File: config.mk
export PLATFORM = sky130hd
export DESIGN_NAME = hazard_control
export DESIGN_NICKNAME = d
export VERILOG_FILES = /design/src/rtl/hazard_control.sv
export SDC_FILE = /design/constraint.sdc
export NUM_CORES = 1
export LEC_CHECK = 0
export ABC_CLOCK_PERIOD_IN_PS = 2400
export BUFFER_PORTS_ARGS = -buffer_cell sky130_fd_sc_hd__clkbuf_2
export CAP_MARGIN = 20
export CORE_ASPECT_RATIO = 1.2
export CORE_MARGIN = 2
export CORE_UTILIZATION = 47
export DETAILED_ROUTE_END_ITERATION = 10
export GPL_ROUTABILITY_DRIVEN = 0
export GPL_TIMING_DRIVEN = 0
export HOLD_SLACK_MARGIN = 0.1
export PLACE_DENSITY = 0.79
export REMOVE_ABC_BUFFERS = 1
export SYNTH_ARGS = -nofsm -noshare
export SYNTH_HDL_FRONTEND = slang
export SYNTH_SLANG_ARGS = --single-unit
File: constraint.sdc
create_clock -name clock -period 2.4 [get_ports clock]
set_clock_uncertainty 0.2 [all_clocks]
set_input_delay 0.24 -clock clock [delete_from_list [all_inputs] [get_ports clock]]
set_output_delay 0.24 -clock clock [all_outputs]
set_load 0.05 [all_outputs]
File: src/rtl/hazard_control.sv
// hazard_control: EX/ID forwarding selects, load-use/branch/MDU stall generation, MDU busy tracker, stall counter.
// Latency: forwarding and stall outputs are combinational; mdu_busy and stall_count are registered.
// Backpressure: a single stall freezes PC and IF/ID and bubbles ID/EX. Optional build macro HAZARD_BRANCH_FWD_EN.
module hazard_control #(
    parameter int MUL_CYCLES = 4,
    parameter int DIV_CYCLES = 32
) (
    input  logic        clock,
    input  logic        reset,
    input  logic [4:0]  rs_D,
    input  logic [4:0]  rt_D,
    input  logic [4:0]  rs_E,
    input  logic [4:0]  rt_E,
    input  logic [4:0]  write_addr_E,
    input  logic [4:0]  write_addr_M,
    input  logic [4:0]  write_addr_W,
    input  logic        reg_write_E,
    input  logic        reg_write_M,
    input  logic        reg_write_W,
    input  logic        mem_to_reg_E,
    input  logic        mem_to_reg_M,
    input  logic        branch_D,
    input  logic        mdu_op_D,
    input  logic        hilo_read_D,
    input  logic        mdu_start_E,
    input  logic        mdu_is_div_E,
    output logic        stall_F,
    output logic        stall_D,
    output logic        stall_E,
    output logic [1:0]  forward_A_E,
    output logic [1:0]  forward_B_E,
    output logic        forward_A_D,
    output logic        forward_B_D,
    output logic        mdu_busy,
    output logic [15:0] stall_count
);

    localparam logic [5:0] MUL_LOAD = 6'(MUL_CYCLES - 1);
    localparam logic [5:0] DIV_LOAD = 6'(DIV_CYCLES - 1);

    typedef enum logic {IDLE = 1'b0, BUSY = 1'b1} mdu_state_t;

    mdu_state_t  state_q;
    logic [5:0]  mdu_cnt_q;
    logic [15:0] stall_count_q;
    logic [15:0] stall_count_d;

    logic lw_stall;
    logic branch_stall;
    logic mdu_stall;
    logic stall;

    // A producer matches a source only when it writes and the destination is not r0.
    function automatic logic dep(input logic we, input logic [4:0] wa, input logic [4:0] src);
        return we && (wa != 5'd0) && (wa == src);
    endfunction

    // EX operand selects: MEM result is newer than WB, so it takes priority.
    always_comb begin
        forward_A_E = 2'b00;
        forward_B_E = 2'b00;
        if (dep(reg_write_M, write_addr_M, rs_E))      forward_A_E = 2'b10;
        else if (dep(reg_write_W, write_addr_W, rs_E)) forward_A_E = 2'b01;
        if (dep(reg_write_M, write_addr_M, rt_E))      forward_B_E = 2'b10;
        else if (dep(reg_write_W, write_addr_W, rt_E)) forward_B_E = 2'b01;
    end

`ifdef HAZARD_BRANCH_FWD_EN
    // Branch compare in ID: forward ALU results from MEM, stall while the value is still in EX or is a load in MEM.
    always_comb begin
        forward_A_D  = dep(reg_write_M, write_addr_M, rs_D);
        forward_B_D  = dep(reg_write_M, write_addr_M, rt_D);
        branch_stall = branch_D &&
                       (dep(reg_write_E, write_addr_E, rs_D) || dep(reg_write_E, write_addr_E, rt_D) ||
                        dep(mem_to_reg_M, write_addr_M, rs_D) || dep(mem_to_reg_M, write_addr_M, rt_D));
    end
`else
    // Branches resolve in EX, so ID never forwards or stalls for them.
    logic unused_cfg;
    assign unused_cfg = ^{branch_D, reg_write_E, mem_to_reg_M};

    // Constant-zero branch controls when branch forwarding is compiled out.
    always_comb begin
        forward_A_D  = 1'b0;
        forward_B_D  = 1'b0;
        branch_stall = 1'b0;
    end
`endif

    // Stall sources are ORed so overlapping causes give one stall; nothing here depends on stall itself.
    always_comb begin
        lw_stall  = dep(mem_to_reg_E, write_addr_E, rs_D) || dep(mem_to_reg_E, write_addr_E, rt_D);
        mdu_stall = (hilo_read_D || mdu_op_D) && ((state_q == BUSY) || mdu_start_E);
        stall     = lw_stall | branch_stall | mdu_stall;
        stall_F   = stall;
        stall_D   = stall;
        stall_E   = stall;
        mdu_busy  = (state_q == BUSY);
    end

    // MDU occupancy: counter holds remaining busy cycles minus one; starts while busy are ignored.
    always_ff @(posedge clock or negedge reset) begin
        if (!reset) begin
            state_q   <= IDLE;
            mdu_cnt_q <= 6'd0;
        end else begin
            case (state_q)
                IDLE: begin
                    if (mdu_start_E) begin
                        mdu_cnt_q <= mdu_is_div_E ? DIV_LOAD : MUL_LOAD;
                        state_q   <= BUSY;
                    end
                end
                BUSY: begin
                    if (mdu_cnt_q == 6'd0) begin
                        state_q <= IDLE;
                    end else begin
                        mdu_cnt_q <= mdu_cnt_q - 6'd1;
                    end
                end
                default: begin
                    state_q   <= IDLE;
                    mdu_cnt_q <= 6'd0;
                end
            endcase
        end
    end

    // Saturating stall-cycle counter next state.
    always_comb begin
        stall_count_d = stall_count_q;
        if (stall && (stall_count_q != 16'hFFFF)) begin
            stall_count_d = stall_count_q + 16'd1;
        end
    end

    // Stall-cycle counter register.
    always_ff @(posedge clock or negedge reset) begin
        if (!reset) stall_count_q <= 16'd0;
        else        stall_count_q <= stall_count_d;
    end

    assign stall_count = stall_count_q;

endmodule
==> results of run 1 <==
[worst min-delay path by stage]
stage,to,startpoint,depth (start not counted)
final,mdu_cnt_q[1],mdu_start_E,3
after global routing,mdu_cnt_q[1],mdu_start_E,3
after CTS,mdu_cnt_q[1],mdu_start_E,3
after detailed placement,stall_count[15],reset,1
after global placement,mdu_cnt_q[3],reset,1
after floorplan,mdu_busy,reset,0
[worst min-delay path, delay by kind of cell]
family | cells | cell delay, ns
buffers and inverters | 1 | 0.18
AO/OA/AOI/OAI | 1 | 0.11
AND/OR/NAND/NOR | 1 | 0.06
[cells in the final DEF, fill, tap and decap left out, drive strengths merged, types with 2 or more instances in the layout]
master / synthesis / final
a211oi: 4 / 4
a31oi: 4 / 4
nor2: 12 / 12
xnor2: 15 / 15
nor2b: 4 / 4
a21oi: 12 / 12
clkbuf: 2 / 71
xor2: 26 / 26
ha: 3 / 3
nand3: 11 / 11
nand4: 5 / 5
nor4: 5 / 5
dfrtp: 23 / 23
and4: 2 / 2
conb: 1 / 2
and2: 2 / 2
or4: 6 / 6
and3: 2 / 2
o21ai: 5 / 5
dlygate4sd3: 0 / 2
inv: 3 / 3
nand2: 9 / 9
o22ai: 1 / 2
mux2: 4 / 4
nor3: 6 / 6
[synthesized netlist by cell type, drive strengths merged, types with 3 or more instances]
master / count
or4: 6
nand2: 9
inv: 3
nor2b: 4
nand4: 5
ha: 3
a21oi: 12
xnor2: 15
nor3: 6
mux2: 4
nor4: 5
xor2: 26
nand3: 11
buf: 6
o21ai: 5
a211oi: 4
a31oi: 4
nor2: 12
dfrtp: 23
[through the flow]
step | instance area [sq um] | setup slack (ns) | cells | TNS, ns
2_1_floorplan | 1610 | -1.23 | 172 | -20.09
3_3_place_gp | 1990 | -0.0787 | 276 | -0.244
5_1_grt | 2070 | 0.0340 | 283 | 0
4_1_cts | 2060 | 0.0116 | 282 | 0
6_report | 2070 | 0.184 | 283 | 0
3_5_place_dp | 1990 | -0.122 | 276 | -0.463
[power by group through the flow]
stage / Combinational (mW) / Sequential, mW / Clock (mW)
after floorplan: 0.412 / 0.849 / 0
after global placement: 0.810 / 0.653 / 0
after detailed placement: 0.831 / 0.654 / 0
after CTS: 0.839 / 0.648 / 0.242
after global routing: 0.923 / 0.674 / 0.261
final: 0.838 / 0.651 / 0.235
[repair_timing]
action,CTS,global route
resized for setup,1,1
hold buffers,2,0
gates cloned,0,1
pin swaps,1,1
endpoints found under the setup margin,4,3
endpoints found under the hold margin,26,0
[final cells by class]
type	instances	area, sq um
Fill cell	289	1290
Inverter	3	11.3
Multi-Input combinational cell	147	1040
Sequential cell	23	577
Clock buffer	4	45.0
Tap cell	37	46.3
Timing Repair Buffer	69	355
[layer usage]
metal	wire, um	share of wire
met4	63	0.017
met3	302	0.080
met2	1900	0.51
met1	1490	0.40
met5	0	0
[cell families after synthesis]
group	after synthesis	share of synthesized area
AND/OR/NAND/NOR	67	0.224
buffers and inverters	11	0.0429
AO/OA/AOI/OAI	29	0.119
flip-flops	23	0.346
XOR/XNOR	41	0.216
multiplexers	4	0.0271
other	1	0.00226
adder cells (fa/ha/maj)	3	0.0226
[registers in the layout, indices dropped and copies added, names as in the netlist]
name         flops
stall_count     16
mdu_busy         1
mdu_cnt_q        6
==> impl_metrics.ini, run 1 <==
[flow_run]
max_cap_viol_count = 0

[sta]
setup_viol = 0
rsz0062_at_grt = no
worst_slew_margin_rel = 0.619
drv_slew = 0
hold_violations = 0
max_freq_mhz = 451
min_period_ns = 2.22
hold-worst-slack_ns = 0.173
worst_pin_slew_ns = 0.571
finalCritPeriodShare = 0.923

[clocking]
numCtsBuffers = 3
clk_latency_ns = 0.26
cts_tree = built
h-tree-depth = 1
root_buffer = clkbuf_8
cts_num_sinks = 23
cts_setup_buffers = 0
cts_buffer_depth = 2
clk_pin_slew_ns = 0.07

[grt]
met1_usage = 0.206
busiest_layer = met2
antenna_found_initial = 0
overflow = 0
grt_max_degree = 24
met2_usage = 0.340
grtUsageTotal = 0.186
gr-usage-met3 = 0.0300
grt_pass1_wl_mm = 6.08
first_global_vias = 1498

[setup_path]
critPathBufInv = 2
worst_path_max_delay_cell = or4_1
start_kind = input port
max_stage_delay_ns = 0.51
r2r_cells = 7
rr_startpoint = stall_count[0]
r2r_end = stall_count[1]
worst-path-stages = 6
crit_family = simple AND/OR/NAND/NOR gates
crit_type = in2out
cp_max_fo = 3
end_kind = output port
cp_cell_sequence = clkbuf_2 > or4_1 > o21ai_1 > nor4_1 > nor4_1 > clkbuf_2
arrival_ns = 1.78
endpoint = forward_A_E[0]
ff2ff_setup_slack_ns = 0.22
worstPathRequired_ns = 1.96
cp-startpoint = write_addr_M[1]

[logic_synthesis]
yosysUniqueCellTypes = 40
yosysTopAreaCell = dfrtp_1
synth_area_leaders = dfrtp_1 35%, xor2_1 14%, xnor2_1 7.9%
ys_seq_area_frac = 0.346
ys_warn_count = 0
syn_area_sq_um = 1660
ys_ff_latch = 23
synth_top_area_frac = 0.346
async_flop_share = 1.00
synth_ff_type = dfrtp_1
synthCells = 179
synth_edf_count = 0
syn_avg_cell_area_sq_um = 9.29

[power_and_ir_drop]
power_frac_clock = 0.136
finalPower_mw = 1.72
leakage_nw = 0.960
power_density_nw_per_um2 = 831
p_comb_frac = 0.486
power.switching_mw = 0.793
internal_power_mw = 0.931
p_seq_frac = 0.377
swShare = 0.460
worst_ir_drop_vdd_mv = 0.556

[finish]
drive_gt1_frac = 0.333
syn_to_final_growth_pct = 24.8
utilization = 0.616
nets = 297
antenna_cells = 0

[drt]
drc = 0
num_vias = 1566
vias_per_cell = 5.53
wl_mm = 3.75
antenna_left = 0
routedWlPerCell_um = 13.3
first_iter_violations = 86
first_pass_iters = 4

[outcome]
outcome = completed

[die]
core-area_sq_um = 3370
die_x_um = 58.3
die_h_um = 69.2
ios = 73
std_cell_rows = 23
initial_core_util = 0.494
die-area_sq_um = 4030

[hold_path]
worstHoldPathType = in2reg

[placement]
hpwlAfterDp_mm = 2.89
io_buffers = 67
Note: power is estimated with default switching activity, not from simulation.
==> run 2: changes to the inputs <==
CORE_ASPECT_RATIO = not set   (was 1.2)
==> impl_metrics.ini, run 2 (synthesized netlist as in run 1, its figures left out) <==
[outcome]
outcome = completed

[finish]
utilization = 0.618
antenna_cells = 0
largest_register_ffs = 16
fillCellCount = 324
drive_gt1_frac = 0.336
layout_commonest_cell = clkbuf_2
instances_no_fill = 293
fin_area_sq_um = 2080
nets = 298
syn_to_final_growth_pct = 25.0
mostFrequentLayoutCells = 66 x clkbuf_2, 26 x xor2_1, 22 x dfrtp_1, 15 x xnor2_1, 12 x nor2_1

[setup_path]
rr_startpoint = stall_count[0]
arrival_ns = 1.85
r2r_end = stall_count[1]
max_stage_delay_ns = 0.54
cp_cell_sequence = dlygate4sd3_1 > clkbuf_2 > nor2_1 > o22ai_4 > clkbuf_2
crit_type = in2out
cp_max_fo = 12
ff2ff_setup_slack_ns = 0.22
crit_family = buffers and inverters
path_common_cell = clkbuf_2
r2r_cells = 7
critPathBufInv = 3
start_kind = input port
worstPathRequired_ns = 1.96
end_kind = output port
worst_path_max_delay_cell = dlygate4sd3_1

[drt]
routedWlPerCell_um = 13.0
vias_per_cell = 5.34
num_vias = 1564
antenna_left = 0
first_iter_violations = 43
drc = 0
first_pass_iters = 4
wl_mm = 3.82

[die]
std_cell_rows = 21
die_h_um = 63.5
initial_core_util = 0.494
ios = 73
core-area_sq_um = 3360
die-area_sq_um = 4030
die_x_um = 63.5

[sta]
drv_slew = 0
worst_pin_slew_ns = 0.576
rsz0062_at_grt = no
setup_ws_ns = 0.108
finalCritPeriodShare = 0.955
setup_viol = 0
min_period_ns = 2.29
hold_violations = 0
hold-worst-slack_ns = 0.229
max_freq_mhz = 436
worst_slew_margin_rel = 0.616

[grt]
first_global_vias = 1563
grt_max_degree = 24
grt_pass1_wl_mm = 6.65
antenna_found_initial = 0
overflow = 0
grtUsageTotal = 0.204

[clocking]
numCtsBuffers = 3
clk_pin_slew_ns = 0.14
cts_tree = built
h-tree-depth = 1
cts_num_sinks = 23
cts_buffer_depth = 2
cts_setup_buffers = 0
clk_latency_ns = 0.32
root_buffer = clkbuf_4

[hold_path]
worstHoldPathType = in2async

[placement]
hpwlAfterDp_mm = 2.90
place_ws_ns = -0.0843
dpl.cell_count = 285
io_buffers = 67
placed_area_sq_um = 2000

[power_and_ir_drop]
power_density_nw_per_um2 = 807
leakage_nw = 0.960
worst_ir_drop_vdd_mv = 0.230

[flow_run]
max_cap_viol_count = 0
-- run 2: changes by cell type in the layout (fill, tap and decap cells not counted), sizes merged --
cell | previous run | this run
buf | 0 | 1
clkinv | 0 | 1
clkbuf | 71 | 69
dlygate4sd3 | 2 | 3
-- run 2: cell type report --
cell class	count	area, sq um	share of cell area
clock buffers	3	22.5	0.0108
multi-input cells	147	1040	0.500
clock inverters	1	5.00	0.00241
well taps	46	57.6	0.0277
flip-flops and latches	23	577	0.278
repair buffers	70	365	0.176
inverters	3	11.3	0.00542
-- run 2: metal layers --
metal  GRT usage  vias up  share of wire
met5           0        -              0
met4      0.0679        0          0.016
met3      0.0411        7          0.053
met2       0.396       53           0.53
met1       0.217      727           0.40
li1            -      777              -
-- run 2: timing repair --
action | 4_1_cts | 5_1_grt
hold buffers | 3 | 0
resized for setup | 1 | 2
endpoints found under the hold margin | 27 | 0
setup endpoints to repair | 6 | 4
pin swaps | 1 | 0
cloned | 1 | 0
-- run 2: worst reg2reg max path, cell delays in order, from the launching register on --
cell and delay, ns:
dfrtp_1 0.43, ha_1 0.22, nand2_1 0.09, nor2_1 0.15
and4_1 0.31, nand2b_1 0.19, nand2_1 0.16, mux2_1 0.33
-- run 2: per-stage QoR --
step / TNS (ns) / total power [mW]
after floorplan: -20.09 / 1.26
after global placement: -0.205 / 1.47
after detailed placement: -0.233 / 1.49
after CTS: 0 / 1.69
after global routing: 0 / 1.82
final: 0 / 1.68
-- run 2: where the power goes --
part / total [mW] / internal, mW / leakage (nW) / switching (mW)
Combinational: 0.840 / 0.305 / 0.654 / 0.535
Clock: 0.185 / 0.0625 / 0.0177 / 0.122
Sequential: 0.652 / 0.506 / 0.288 / 0.146
-- run 2: worst max-delay path by stage --
| stage | from | end | slack [ns] | cells past startpoint |
|---|---|---|---|---|
| finish | mdu_start_E | stall_D | 0.11 | 5 |
| global route | write_addr_M[1] | forward_A_E[0] | 0.003 | 6 |
| CTS | mdu_busy | stall_D | 0.06 | 3 |
| detailed placement | write_addr_E[3] | stall_count[1] | -0.08 | 7 |
| global placement | write_addr_E[3] | stall_count[1] | -0.08 | 7 |
| floorplan | mdu_busy | stall_count[1] | -1.23 | 4 |
==> run 3: changes to the inputs <==
ABC_AREA = 1   (was not set)
CELL_PAD_IN_SITES_DETAIL_PLACEMENT = 1   (was not set)
CELL_PAD_IN_SITES_GLOBAL_PLACEMENT = 1   (was not set)
CORE_UTILIZATION = 33   (was 47)
PLACE_DENSITY = not set   (was 0.79)
PLACE_DENSITY_LB_ADDON = 0.1   (was not set)
==> impl_metrics.ini, run 3 <==
[outcome]
outcome = completed

[logic_synthesis]
async_flop_share = 1.00
synth_top_area_frac = 0.321
syn_area_sq_um = 1800
synth_edf_count = 0
syn_avg_cell_area_sq_um = 7.07
yosysMostFrequentCell = nand2_1
ys_seq_area_frac = 0.321
synth_commonest_cells = 66 x nand2_1, 30 x inv_1, 26 x nor2_1
yosysTopAreaCell = dfrtp_1
synth_ff_type = dfrtp_1
ys_ff_latch = 23
synth_area_leaders = dfrtp_1 32%, nand2_1 14%, xor2_1 9.8%
ys_warn_count = 0
yosysUniqueCellTypes = 27
synthCells = 254

[clocking]
clk_pin_slew_ns = 0.08
cts_buffer_depth = 2
clk_latency_ns = 0.26
cts_num_sinks = 23
cts_tree = built
h-tree-depth = 1
numCtsBuffers = 3
root_buffer = clkbuf_8

[die]
die-area_sq_um = 6050
std_cell_rows = 26
die_h_um = 77.8
core-area_sq_um = 5170
die_x_um = 77.8
initial_core_util = 0.347
ios = 73

[sta]
rsz0062_at_grt = no
worst_pin_slew_ns = 0.596
drv_slew = 0
finalCritPeriodShare = 0.925
setup_viol = 0
worst_slew_margin_rel = 0.603
setup_ws_ns = 0.179
finalSetupTns_ns = 0
min_period_ns = 2.22
hold_violations = 0
max_freq_mhz = 450

[grt]
overflow = 0
antenna_found_initial = 0
first_global_vias = 1833
grtUsageTotal = 0.159
grt_max_degree = 27
grt_pass1_wl_mm = 8.01

[finish]
mostFrequentLayoutCells = 67 x clkbuf_2, 66 x nand2_1, 30 x inv_1, 26 x nor2_1, 25 x nand3_1
antenna_cells = 0
layout_commonest_cell = clkbuf_2
largest_register_ffs = 16
fin_area_sq_um = 2240
drive_gt1_frac = 0.238
nets = 371
fillCellCount = 716
syn_to_final_growth_pct = 24.7

[setup_path]
worst-path-stages = 5
end_kind = output port
ff2ff_setup_slack_ns = 0.27
worstPathRequired_ns = 1.96
arrival_ns = 1.78
critPathBufInv = 2
crit_type = reg2out
endpoint = stall_F
rr_startpoint = stall_count[0]
max_stage_delay_ns = 0.47
start_kind = flop
r2r_cells = 7
r2r_end = stall_count[2]
worst_path_max_delay_cell = dfrtp_1
cp-startpoint = mdu_busy
cp_cell_sequence = inv_1 > nand2_1 > o21ai_0 > nand3_4 > clkbuf_2
cp_max_fo = 26
crit_family = buffers and inverters

[power_and_ir_drop]
p_comb_frac = 0.489
leakage_nw = 1.19
internal_power_mw = 0.873
power.switching_mw = 0.761
power_frac_clock = 0.148
worst_ir_drop_vdd_mv = 0.344
swShare = 0.466
power_density_nw_per_um2 = 729
p_seq_frac = 0.363

[drt]
antenna_left = 0
wl_mm = 4.50
first_iter_violations = 50
routedWlPerCell_um = 11.5
first_pass_iters = 4
vias_per_cell = 4.56
drc = 0
num_vias = 1780

[placement]
hpwlAfterDp_mm = 3.73
placed_area_sq_um = 2180
io_buffers = 67
place_ws_ns = 0.232

[flow_run]
max_cap_viol_count = 0

[hold_path]
worstHoldPathType = in2reg
==> run 3: cell types whose count changed after synthesis, sizes merged, moves of 4 or more <==
cell,before,now
nor2b,4,0
or4,6,0
a211oi,4,0
nor2,12,27
nand2,9,67
nand3,11,26
inv,3,30
mux2,4,0
a21oi,12,3
xor2,26,20
==> run 3: worst min-delay path, delay by kind of cell <==
kind	cells	cell delay, ns
buffers and inverters	2	0.11
AOI/OAI and AO/OA	2	0.20
==> run 3: what timing repair did <==
action / in CTS / in global routing
endpoints found under the setup margin: 3 / 0
buffers inserted: 0 / 0
hold endpoints to repair: 23 / 0
resized for setup: 1 / 0
hold buffers: 1 / 0
==> run 3: final cells by class <==
cell class / instances / area (sq um) / area share
clock buffer: 4 / 45.0 / 0.0201
sequential: 23 / 576 / 0.257
multi-input combinational: 194 / 1070 / 0.478
tap: 70 / 87.6 / 0.0391
timing repair buffer: 68 / 345 / 0.154
inverter: 31 / 116 / 0.0520
==> run 3: logic make-up after synthesis <==
logic type      Yosys count  synth area share
compound gates           17            0.0537
xor+xnor                 35             0.171
fa+ha+maj                 3            0.0209
buf+inv                  38            0.0899
flops                    23             0.321
other cells               1           0.00209
simple gates            137             0.342
==> run 3: power groups by stage <==
stage	Sequential [mW]	Combinational, mW	Clock [mW]
4_1_cts	0.596	0.814	0.258
6_report	0.594	0.799	0.241
5_1_grt	0.615	0.908	0.275
3_3_place_gp	0.599	0.799	0
3_5_place_dp	0.603	0.809	0
2_1_floorplan	0.747	0.441	0
==> run 3: how the worst min path moves through the flow <==
| stage | slack, ns | from | endpoint | cells after the start |
|---|---|---|---|---|
| 6_report | 0.13 | mdu_start_E | mdu_cnt_q[5] | 4 |
| 5_1_grt | 0.15 | mdu_is_div_E | mdu_cnt_q[2] | 3 |
| 4_1_cts | 0.13 | mdu_start_E | mdu_cnt_q[5] | 4 |
| 3_5_place_dp | 0.08 | reset | stall_count[4] | 1 |
| 3_3_place_gp | 0.08 | reset | stall_count[3] | 1 |
| 2_1_floorplan | -0.26 | reset | mdu_busy | 0 |
==> run 3: metrics by stage <==
| step | power (mW) | hold slack [ns] | cells | utilization |
|---|---|---|---|---|
| floorplan | 1.19 | -0.256 | 248 | - |
| global placement | 1.40 | 0.0799 | 385 | 0.421 |
| detailed placement | 1.41 | 0.0839 | 385 | 0.421 |
| CTS | 1.67 | 0.133 | 390 | 0.433 |
| global route | 1.80 | 0.151 | 390 | 0.433 |
| finish | 1.63 | 0.133 | 390 | 0.433 |
==> run 3: layer usage <==
layer	GRT usage	wire length, um	vias to the layer above
met1	0.207	2140	807
met4	0.0321	31	0
met5	0	0	-
li1	-	-	935
met2	0.279	2170	33
met3	0.0233	163	5
